==> config.mk <==
export PLATFORM = sky130hd
export DESIGN_NAME = axis_packet_fifo_flat
export DESIGN_NICKNAME = d
export VERILOG_FILES = /design/src/rtl/axis_packet_fifo_pkg.sv /design/src/rtl/axis_packet_fifo_if.sv /design/src/rtl/axis_fifo_regfile.sv /design/src/rtl/axis_packet_fifo.sv /design/src/flat_wrapper.sv
export SDC_FILE = /design/constraint.sdc
export NUM_CORES = 1
export LEC_CHECK = 0
export CAP_MARGIN = 5
export CORE_ASPECT_RATIO = 0.9
export CORE_UTILIZATION = 30
export DETAILED_ROUTE_END_ITERATION = 8
export PLACE_DENSITY = 0.5
export SYNTH_ARGS = -nofsm -noshare
export SYNTH_HDL_FRONTEND = slang
export SYNTH_SLANG_ARGS = --single-unit
export TNS_END_PERCENT = 30
==> constraint.sdc <==
create_clock -name clk -period 4.27 [get_ports clk]
set_input_delay 0.854 -clock clk [delete_from_list [all_inputs] [get_ports clk]]
set_output_delay 0.854 -clock clk [all_outputs]
set_load 0.005 [all_outputs]
==> src/rtl/axis_packet_fifo_pkg.sv <==
// rtl/axis_packet_fifo_pkg.sv - shared helpers for the AXI-stream packet FIFO
package axis_fifo_pkg;

    localparam int AXIS_DWIDTH_DEFAULT = 32;

    // Pointers carry one extra wrap bit so full and empty are distinguishable.
    function automatic int ptr_width(input int depth);
        return $clog2(depth) + 1;
    endfunction

endpackage

==> src/rtl/axis_packet_fifo_if.sv <==
// rtl/axis_packet_fifo_if.sv - AXI-stream handshake bundle with full-stream modports
interface Axis_If #(
    parameter int DWIDTH = 32
) ();

    logic [DWIDTH-1:0] data;
    logic              valid;
    logic              ready;
    logic              last;

    modport Master_Full (
        output data,
        output valid,
        output last,
        input  ready
    );

    modport Slave_Full (
        input  data,
        input  valid,
        input  last,
        output ready
    );

endinterface

==> src/rtl/axis_fifo_regfile.sv <==
// rtl/axis_fifo_regfile.sv - DEPTH x (DWIDTH+1) storage, sync write, async read
module axis_fifo_regfile #(
    parameter int DWIDTH = 32,
    parameter int DEPTH  = 16
) (
    input  logic                     clk,
    input  logic                     we,
    input  logic [$clog2(DEPTH)-1:0] waddr,
    input  logic [DWIDTH:0]          wdata,
    input  logic [$clog2(DEPTH)-1:0] raddr,
    output logic [DWIDTH:0]          rdata
);

    // Contents are never reset; the pointers alone define what is valid.
    logic [DWIDTH:0] mem [DEPTH];

    always_ff @(posedge clk) begin
        if (we) begin
            mem[waddr] <= wdata;
        end
    end

    assign rdata = mem[raddr];

endmodule

==> src/rtl/axis_packet_fifo.sv <==
// rtl/axis_packet_fifo.sv - AXI-stream FIFO with optional whole-packet gating
module axis_packet_fifo
    import axis_fifo_pkg::*;
#(
    parameter int DWIDTH      = AXIS_DWIDTH_DEFAULT,
    parameter int DEPTH       = 16,
    parameter int PACKET_MODE = 0
) (
    input  logic                   clk,
    input  logic                   reset_n,
    Axis_If.Slave_Full             s_axis,
    Axis_If.Master_Full            m_axis,
    output logic [$clog2(DEPTH):0] level,
    output logic [$clog2(DEPTH):0] packets
);

    localparam int PW = ptr_width(DEPTH);
    localparam int AW = PW - 1;

    typedef struct packed {
        logic              last;
        logic [DWIDTH-1:0] data;
    } entry_t;

    logic [PW-1:0] wr_ptr;
    logic [PW-1:0] rd_ptr;
    entry_t        wr_entry;
    entry_t        rd_entry;
    logic          full;
    logic          empty;
    logic          wr_en;
    logic          rd_en;
    logic          pkt_in;
    logic          pkt_out;

    // Same slot index with differing wrap bits means the writer lapped the reader.
    assign empty = (wr_ptr == rd_ptr);
    assign full  = (wr_ptr[AW-1:0] == rd_ptr[AW-1:0]) && (wr_ptr[PW-1] != rd_ptr[PW-1]);

    // ready depends only on registered pointers, never on m_axis.ready.
    assign s_axis.ready = !full;
    assign wr_en        = s_axis.valid && !full;
    assign rd_en        = m_axis.valid && m_axis.ready;
    assign pkt_in       = wr_en && s_axis.last;
    assign pkt_out      = rd_en && m_axis.last;

    // A full FIFO releases regardless of packets so over-long packets still drain.
    assign m_axis.valid = !empty && ((PACKET_MODE == 0) || (packets != '0) || full);
    assign m_axis.data  = rd_entry.data;
    assign m_axis.last  = rd_entry.last;

    assign wr_entry.last = s_axis.last;
    assign wr_entry.data = s_axis.data;

    axis_fifo_regfile #(
        .DWIDTH (DWIDTH),
        .DEPTH  (DEPTH)
    ) u_regfile (
        .clk   (clk),
        .we    (wr_en),
        .waddr (wr_ptr[AW-1:0]),
        .wdata (wr_entry),
        .raddr (rd_ptr[AW-1:0]),
        .rdata (rd_entry)
    );

    always_ff @(posedge clk or negedge reset_n) begin
        if (!reset_n) begin
            wr_ptr  <= '0;
            rd_ptr  <= '0;
            level   <= '0;
            packets <= '0;
        end else begin
            if (wr_en) begin
                wr_ptr <= wr_ptr + 1'b1;
            end
            if (rd_en) begin
                rd_ptr <= rd_ptr + 1'b1;
            end
            case ({wr_en, rd_en})
                2'b10:   level <= level + 1'b1;
                2'b01:   level <= level - 1'b1;
                default: level <= level;
            endcase
            case ({pkt_in, pkt_out})
                2'b10:   packets <= packets + 1'b1;
                2'b01:   packets <= packets - 1'b1;
                default: packets <= packets;
            endcase
        end
    end

endmodule

==> src/flat_wrapper.sv <==
// flat-port wrapper written by rule: the top's interface ports become plain ports
module axis_packet_fifo_flat import axis_fifo_pkg::*;
#(
    parameter int DWIDTH      = AXIS_DWIDTH_DEFAULT,
    parameter int DEPTH       = 16,
    parameter int PACKET_MODE = 0
)
  (clk, reset_n, level, packets, s_axis_data, s_axis_valid, s_axis_last, s_axis_ready, m_axis_data, m_axis_valid, m_axis_last, m_axis_ready);
  Axis_If #(.DWIDTH(DWIDTH)) s_axis_i ();
  Axis_If #(.DWIDTH(DWIDTH)) m_axis_i ();
  input  logic clk;
  input  logic reset_n;
  output logic [$clog2(DEPTH):0] level;
  output logic [$clog2(DEPTH):0] packets;
  input wire logic [$bits(s_axis_i.data)-1:0] s_axis_data;
  input wire logic [$bits(s_axis_i.valid)-1:0] s_axis_valid;
  input wire logic [$bits(s_axis_i.last)-1:0] s_axis_last;
  output wire logic [$bits(s_axis_i.ready)-1:0] s_axis_ready;
  output wire logic [$bits(m_axis_i.data)-1:0] m_axis_data;
  output wire logic [$bits(m_axis_i.valid)-1:0] m_axis_valid;
  output wire logic [$bits(m_axis_i.last)-1:0] m_axis_last;
  input wire logic [$bits(m_axis_i.ready)-1:0] m_axis_ready;
  assign s_axis_i.data = s_axis_data;
  assign s_axis_i.valid = s_axis_valid;
  assign s_axis_i.last = s_axis_last;
  assign s_axis_ready = s_axis_i.ready;
  assign m_axis_data = m_axis_i.data;
  assign m_axis_valid = m_axis_i.valid;
  assign m_axis_last = m_axis_i.last;
  assign m_axis_i.ready = m_axis_ready;
  axis_packet_fifo #(.DWIDTH(DWIDTH), .DEPTH(DEPTH), .PACKET_MODE(PACKET_MODE)) u_core (.clk(clk), .reset_n(reset_n), .s_axis(s_axis_i), .m_axis(m_axis_i), .level(level), .packets(packets));
endmodule
==> flow_metrics.py, run 1 <==
metrics = {
    "run_status": {
        "status": "finished clean",
    },
    "power": {
        "p_leak_nw": 7.96,
        "ir_worst_vdd_mv": 0.368,
        "power_mw": 16.9,
        "cellPowerDensity_nw_per_um2": 670,
    },
    "worst_setup_path": {
        "reg2reg_to": "u_core.level[4]$_DFFE_PN0P_",
        "crit_start": "u_core.rd_ptr[0]$_DFFE_PN0P_",
        "cp.arrival_ns": 3.25,
        "critPathKind": "register to output pin",
        "cp-start-kind": "register",
        "r2r_setup_slack_ns": 0.71,
        "crit_fanout": 67,
        "critical_path.endpoint_type": "output pin",
        "r2r-start": "u_core.rd_ptr[0]$_DFFE_PN0P_",
        "worstPathRequired_ns": 3.42,
        "worstSetupEndpoint": "m_axis_data[1]",
        "ff2ff_path_depth": 13,
    },
    "drt": {
        "avgRoutedWirePerCell_um": 24.3,
        "ant_nets": 0,
        "routed_wirelength_mm": 48.1,
        "vias_per_cell": 4.70,
        "vias": 9323,
        "drc_errors": 0,
        "drtPass1Iterations": 5,
        "first_iter_violations": 768,
    },
    "synthesis": {
        "synth-simple-area-share": 0.0126,
        "yosysUniqueCellTypes": 37,
        "synth_compound_area_frac": 0.00486,
        "ys_ff_latch": 548,
        "synth_cells": 874,
        "synth_warnings": 0,
        "synth_area_per_cell_um2": 24.2,
        "netlist_top_cells_area": "edfxtp_1 (75%), mux4_2 (17%), dfrtp_1 (2.4%), ha_1 (0.77%), and3_1 (0.50%)",
        "synth_fa_ha_area_frac": 0.00960,
        "syn_nets": 926,
        "netlist.area_leader.share": 0.751,
        "async_flop_share": 0.0365,
        "ys_seq_area_frac": 0.774,
        "synth_area_leader_cell": "edfxtp_1",
        "yosys-mux-area-fraction": 0.176,
        "synth_top_family_by_area": "multiplexers",
        "synth_area_um2": 21100,
        "synth_enable_flop_cells": 528,
        "synthXorXnorAreaFrac": 0.00871,
        "synth_top_flop_cell": "edfxtp_1",
    },
    "cts": {
        "numCtsBuffers": 56,
        "cts_buffer_depth": 3,
        "htree_levels": 2,
        "cts_tree": "built",
        "path_clk_slew_ns": 0.07,
        "clk_latency_ns": 0.62,
        "cts.sinks": 548,
        "clockRootBuffer": "clkbuf_16",
        "hold_buffers": 0,
    },
    "sta": {
        "setup_slack_ns": 0.167,
        "setup-tns-final_ns": 0,
        "setup_viol": 0,
        "hold_viol_final": 0,
        "finalMaxSlewViolations": 0,
        "finalCritPeriodShare": 0.961,
        "worstMarginPinSlew_ns": 1.07,
        "period_needed_ns": 4.10,
        "fin_hold_ws_ns": 0.490,
        "rsz0062_at_grt": "no",
        "skew_ns": 0.0284,
        "max_freq_ghz": 0.244,
        "relSlewSlack": 0.282,
    },
    "finish": {
        "drive_gt1_frac": 0.290,
        "syn_to_final_growth_pct": 19.2,
        "final_cell_mix": "edfxtp_1 (528), mux4_2 (163), clkdlybuf4s50_1 (79), clkbuf_16 (56), buf_4 (18)",
        "final_core_util": 0.364,
        "final_common_cell": "edfxtp_1",
        "final_cells": 1982,
        "design_area_um2": 25200,
        "layout.nets": 1056,
    },
    "floorplanning": {
        "core_um2": 69100,
        "placementRows": 91,
        "fp.dieH_um": 254,
        "die_x_um": 282,
        "start_util": 0.306,
        "die-area_um2": 71500,
        "pin_count": 82,
    },
    "placement": {
        "io_buffers": 81,
        "dp.cells": 1876,
        "place_ws_ns": 0.536,
        "post_dp_cell_area_um2": 23300,
        "gp_congestion": 0.707,
        "dp_hpwl_mm": 26.7,
    },
    "grt": {
        "grt_max_degree": 68,
        "grt_usage": 0.137,
        "grt_pass1_vias": 9828,
        "antenna_found_initial": 3,
        "grt_pass1_wl_mm": 69.8,
        "overflow": 0,
    },
    "flow_run": {
        "cap_violations": 0,
    },
    "worst_hold_path": {
        "hp-class": "register to register",
    },
}
## where the power goes
| group | switching, mW | leakage, nW | internal [mW] |
|---|---|---|---|
| Combinational | 2.43 | 2.06 | 2.76 |
| Sequential | 0.268 | 5.01 | 6.53 |
| Clock | 2.08 | 0.900 | 2.80 |
## how the worst min path moves through the flow
stage / from / end / slack (ns) / depth (start not counted)
final: u_core.packets[4]$_DFFE_PN0P_ / u_core.packets[4]$_DFFE_PN0P_ / 0.49 / 1
after CTS: u_core.packets[4]$_DFFE_PN0P_ / u_core.packets[4]$_DFFE_PN0P_ / 0.50 / 1
after detailed placement: u_core.level[4]$_DFFE_PN0P_ / u_core.level[4]$_DFFE_PN0P_ / 0.48 / 1
after global placement: u_core.rd_ptr[4]$_DFFE_PN0P_ / u_core.rd_ptr[4]$_DFFE_PN0P_ / 0.48 / 1
after floorplan: u_core.wr_ptr[4]$_DFFE_PN0P_ / u_core.wr_ptr[4]$_DFFE_PN0P_ / 0.46 / 1
after global routing: u_core.level[4]$_DFFE_PN0P_ / u_core.level[4]$_DFFE_PN0P_ / 0.52 / 1
## timing repair
| item | in CTS | in global routing |
|---|---|---|
| buffers inserted | 0 | 0 |
| gates resized for setup | 0 | 5 |
| pin swaps | 0 | 0 |
| endpoints found under the setup margin | 4 | 17 |
## final cells by class
cell class	instances	area [um^2]
Fill cell	6282	43900
Sequential cell	548	16400
Tap cell	930	1160
Clock inverter	37	380
Timing Repair Buffer	115	1270
Antenna cell	1	2.50
Multi-Input combinational cell	269	4490
Clock buffer	68	1450
Inverter	14	52.6
## registers in the layout, indices dropped and copies added (netlist names)
register and flops:
u_core.u_regfile.mem 528, u_core.level 5, u_core.packets 5, u_core.rd_ptr 5, u_core.wr_ptr 5
## layer usage
layer  share of wire  track usage
met1            0.46        0.194
met2            0.48        0.214
met3           0.042       0.0270
met4           0.021       0.0391
met5         0.00042            0
## cells in the mapped netlist (all sizes together) (2+ instances only)
master / n
nand3: 5
edfxtp: 528
and3: 17
a21o: 2
dfrtp: 20
fa: 2
ha: 13
buf: 22
nand2: 11
clkbuf: 21
xnor2: 11
xor2: 10
and2: 2
mux2: 2
a21oi: 4
mux2i: 2
nor2b: 4
nor2: 2
or3b: 2
inv: 14
mux4: 163
o21ai: 9
nand4: 2
## kinds of logic (layout without fill, tap and decap cells)
kind of cell    after synthesis  in the layout
simple gates                 48             48
buf+inv                      57            234
other cells                   0              1
fa+ha+maj                    15             15
mux                         167            167
xor+xnor                     21             21
flops                       548            548
compound gates               18             18
## worst max-delay path: stages, from the launching register on
cell	delay, ns
dfrtp_4	0.54
buf_16	0.40
mux4_2	0.59
mux4_2	0.53
clkdlybuf4s50_1	0.48
(Power assumes the default switching activity.)
==> run 2: changes to the inputs <==
--- a/config.mk
+++ b/config.mk
@@ -8,6 +8,7 @@
 export CAP_MARGIN = 5
 export CORE_ASPECT_RATIO = 0.9
 export CORE_UTILIZATION = 30
+export CTS_CLUSTER_DIAMETER = 60
 export DETAILED_ROUTE_END_ITERATION = 8
 export PLACE_DENSITY = 0.5
 export SYNTH_ARGS = -nofsm -noshare
==> flow_metrics.py, run 2 (same netlist as run 1, synthesis figures left out) <==
metrics = {
    "run_status": {
        "status": "finished clean",
    },
    "power": {
        "p_switching_mw": 4.83,
        "intPower_mw": 12.1,
        "pwr-share-seq": 0.401,
        "sw_frac_of_total": 0.285,
        "ir_worst_vdd_mv": 0.332,
        "comb_power_share": 0.306,
        "p_leak_nw": 7.98,
        "clockPowerShare": 0.292,
        "power_mw": 16.9,
        "cellPowerDensity_nw_per_um2": 672,
    },
    "flow_run": {
        "cap_violations": 0,
    },
    "floorplanning": {
        "pin_count": 82,
        "placementRows": 91,
        "start_util": 0.306,
        "fp.dieH_um": 254,
        "core_um2": 69100,
        "die-area_um2": 71500,
        "die_x_um": 282,
    },
    "placement": {
        "gp_congestion": 0.707,
        "dp.cells": 1876,
        "io_buffers": 81,
        "dp_hpwl_mm": 26.7,
    },
    "sta": {
        "rsz0062_at_grt": "no",
        "finalMaxSlewViolations": 0,
        "hold_viol_final": 0,
        "setup_viol": 0,
        "skew_ns": 0.0163,
        "setup-tns-final_ns": 0,
        "worstMarginPinSlew_ns": 1.06,
        "max_freq_ghz": 0.244,
        "finalCritPeriodShare": 0.961,
        "relSlewSlack": 0.288,
        "period_needed_ns": 4.10,
    },
    "cts": {
        "htree_levels": 2,
        "path_clk_slew_ns": 0.06,
        "cts_setup_buffers": 0,
        "cts.sinks": 548,
        "clk_latency_ns": 0.62,
        "clockRootBuffer": "clkbuf_16",
        "cts_tree": "built",
        "numCtsBuffers": 58,
        "cts_buffer_depth": 3,
    },
    "worst_hold_path": {
        "hp-class": "register to register",
    },
    "worst_setup_path": {
        "cp.arrival_ns": 3.25,
        "worstPathRequired_ns": 3.42,
        "crit_path_frequent_cell": "mux4_2",
        "crit_buf_inv": 2,
        "critPathKind": "register to output pin",
        "crit_fanout": 67,
        "path_delay_family": "multiplexers",
        "critPathSlowestCell": "mux4_2",
        "cp-start-kind": "register",
        "cpPeakStageDelay_ns": 0.59,
        "critical_path.endpoint_type": "output pin",
        "crit_path_cell_trace": "buf_16, mux4_2, mux4_2, clkdlybuf4s50_1",
    },
    "grt": {
        "grt_pass1_wl_mm": 70.1,
        "grt_usage": 0.137,
        "antenna_found_initial": 3,
        "grt_pass1_vias": 9899,
        "grt_max_degree": 68,
        "overflow": 0,
    },
    "finish": {
        "layout.nets": 1058,
        "top_register": "u_core.u_regfile.mem",
        "final_core_util": 0.365,
        "largest_register_ffs": 528,
        "final_common_cell": "edfxtp_1",
        "drive_gt1_frac": 0.294,
        "final_cell_mix": "edfxtp_1 (528), mux4_2 (163), clkdlybuf4s50_1 (80), clkbuf_16 (58), buf_4 (18)",
        "final_cells": 1986,
        "syn_to_final_growth_pct": 19.4,
    },
    "drt": {
        "ant_nets": 0,
        "drtPass1Iterations": 4,
        "vias": 9329,
        "routed_wirelength_mm": 48.3,
        "vias_per_cell": 4.70,
        "first_iter_violations": 755,
        "drc_errors": 0,
        "avgRoutedWirePerCell_um": 24.3,
    },
}
## run 2: power by group through the flow
stage / Combinational (mW) / Sequential, mW / Clock [mW]
after floorplan: 3.31 / 6.78 / 0
after global placement: 5.37 / 6.90 / 0
after detailed placement: 5.37 / 6.92 / 0
after CTS: 5.39 / 6.81 / 5.10
after global routing: 5.63 / 6.86 / 5.28
final: 5.19 / 6.80 / 4.95
## run 2: layout make-up
type                       instances  area [um^2]
clock buffer                      70         1500
antenna                            1         2.50
fill                            6296        43900
multi-input combinational        269         4490
tap                              930         1160
inverter                          14         52.6
sequential                       548        16400
clock inverter                    39          378
timing repair buffer             115         1270
## run 2: what timing repair did
item                                    in CTS  in global routing
hold buffers                                 0                  0
gates resized for setup                      0                  4
endpoints found under the setup margin       4                 13
pin swaps                                    0                  0
## run 2: worst paths after layout
path | from | endpoint | slack, ns | depth (start not counted)
setup / recovery | u_core.rd_ptr[0]$_DFFE_PN0P_ | m_axis_data[1] | 0.17 | 4
hold / removal | u_core.packets[4]$_DFFE_PN0P_ | u_core.packets[4]$_DFFE_PN0P_ | 0.49 | 1
setup reg to reg | u_core.rd_ptr[0]$_DFFE_PN0P_ | u_core.level[4]$_DFFE_PN0P_ | 0.70 | 13
hold reg to reg | u_core.packets[4]$_DFFE_PN0P_ | u_core.packets[4]$_DFFE_PN0P_ | 0.49 | 1
max in group asynchronous | reset_n | u_core.rd_ptr[1]$_DFFE_PN0P_ | 2.68 | 1
min in group asynchronous | reset_n | u_core.level[0]$_DFFE_PN0P_ | 0.82 | 1
## run 2: per-layer routing
layer / track usage / share of wire / up-vias
met4: 0.0427 / 0.024 / 4
met5: 0 / 0.00037 / -
met3: 0.0268 / 0.053 / 79
li1: - / - / 4005
met1: 0.193 / 0.45 / 5042
met2: 0.214 / 0.47 / 199
## run 2: per-stage QoR
step           instance area, um^2  hold slack (ns)  worst slack, ns
6_report                     25200            0.489            0.167
5_1_grt                      25200            0.519          0.00393
4_1_cts                      25200            0.496          -0.0164
3_5_place_dp                 23300            0.481            0.536
3_3_place_gp                 23300            0.482            0.537
2_1_floorplan                21100            0.460            0.128
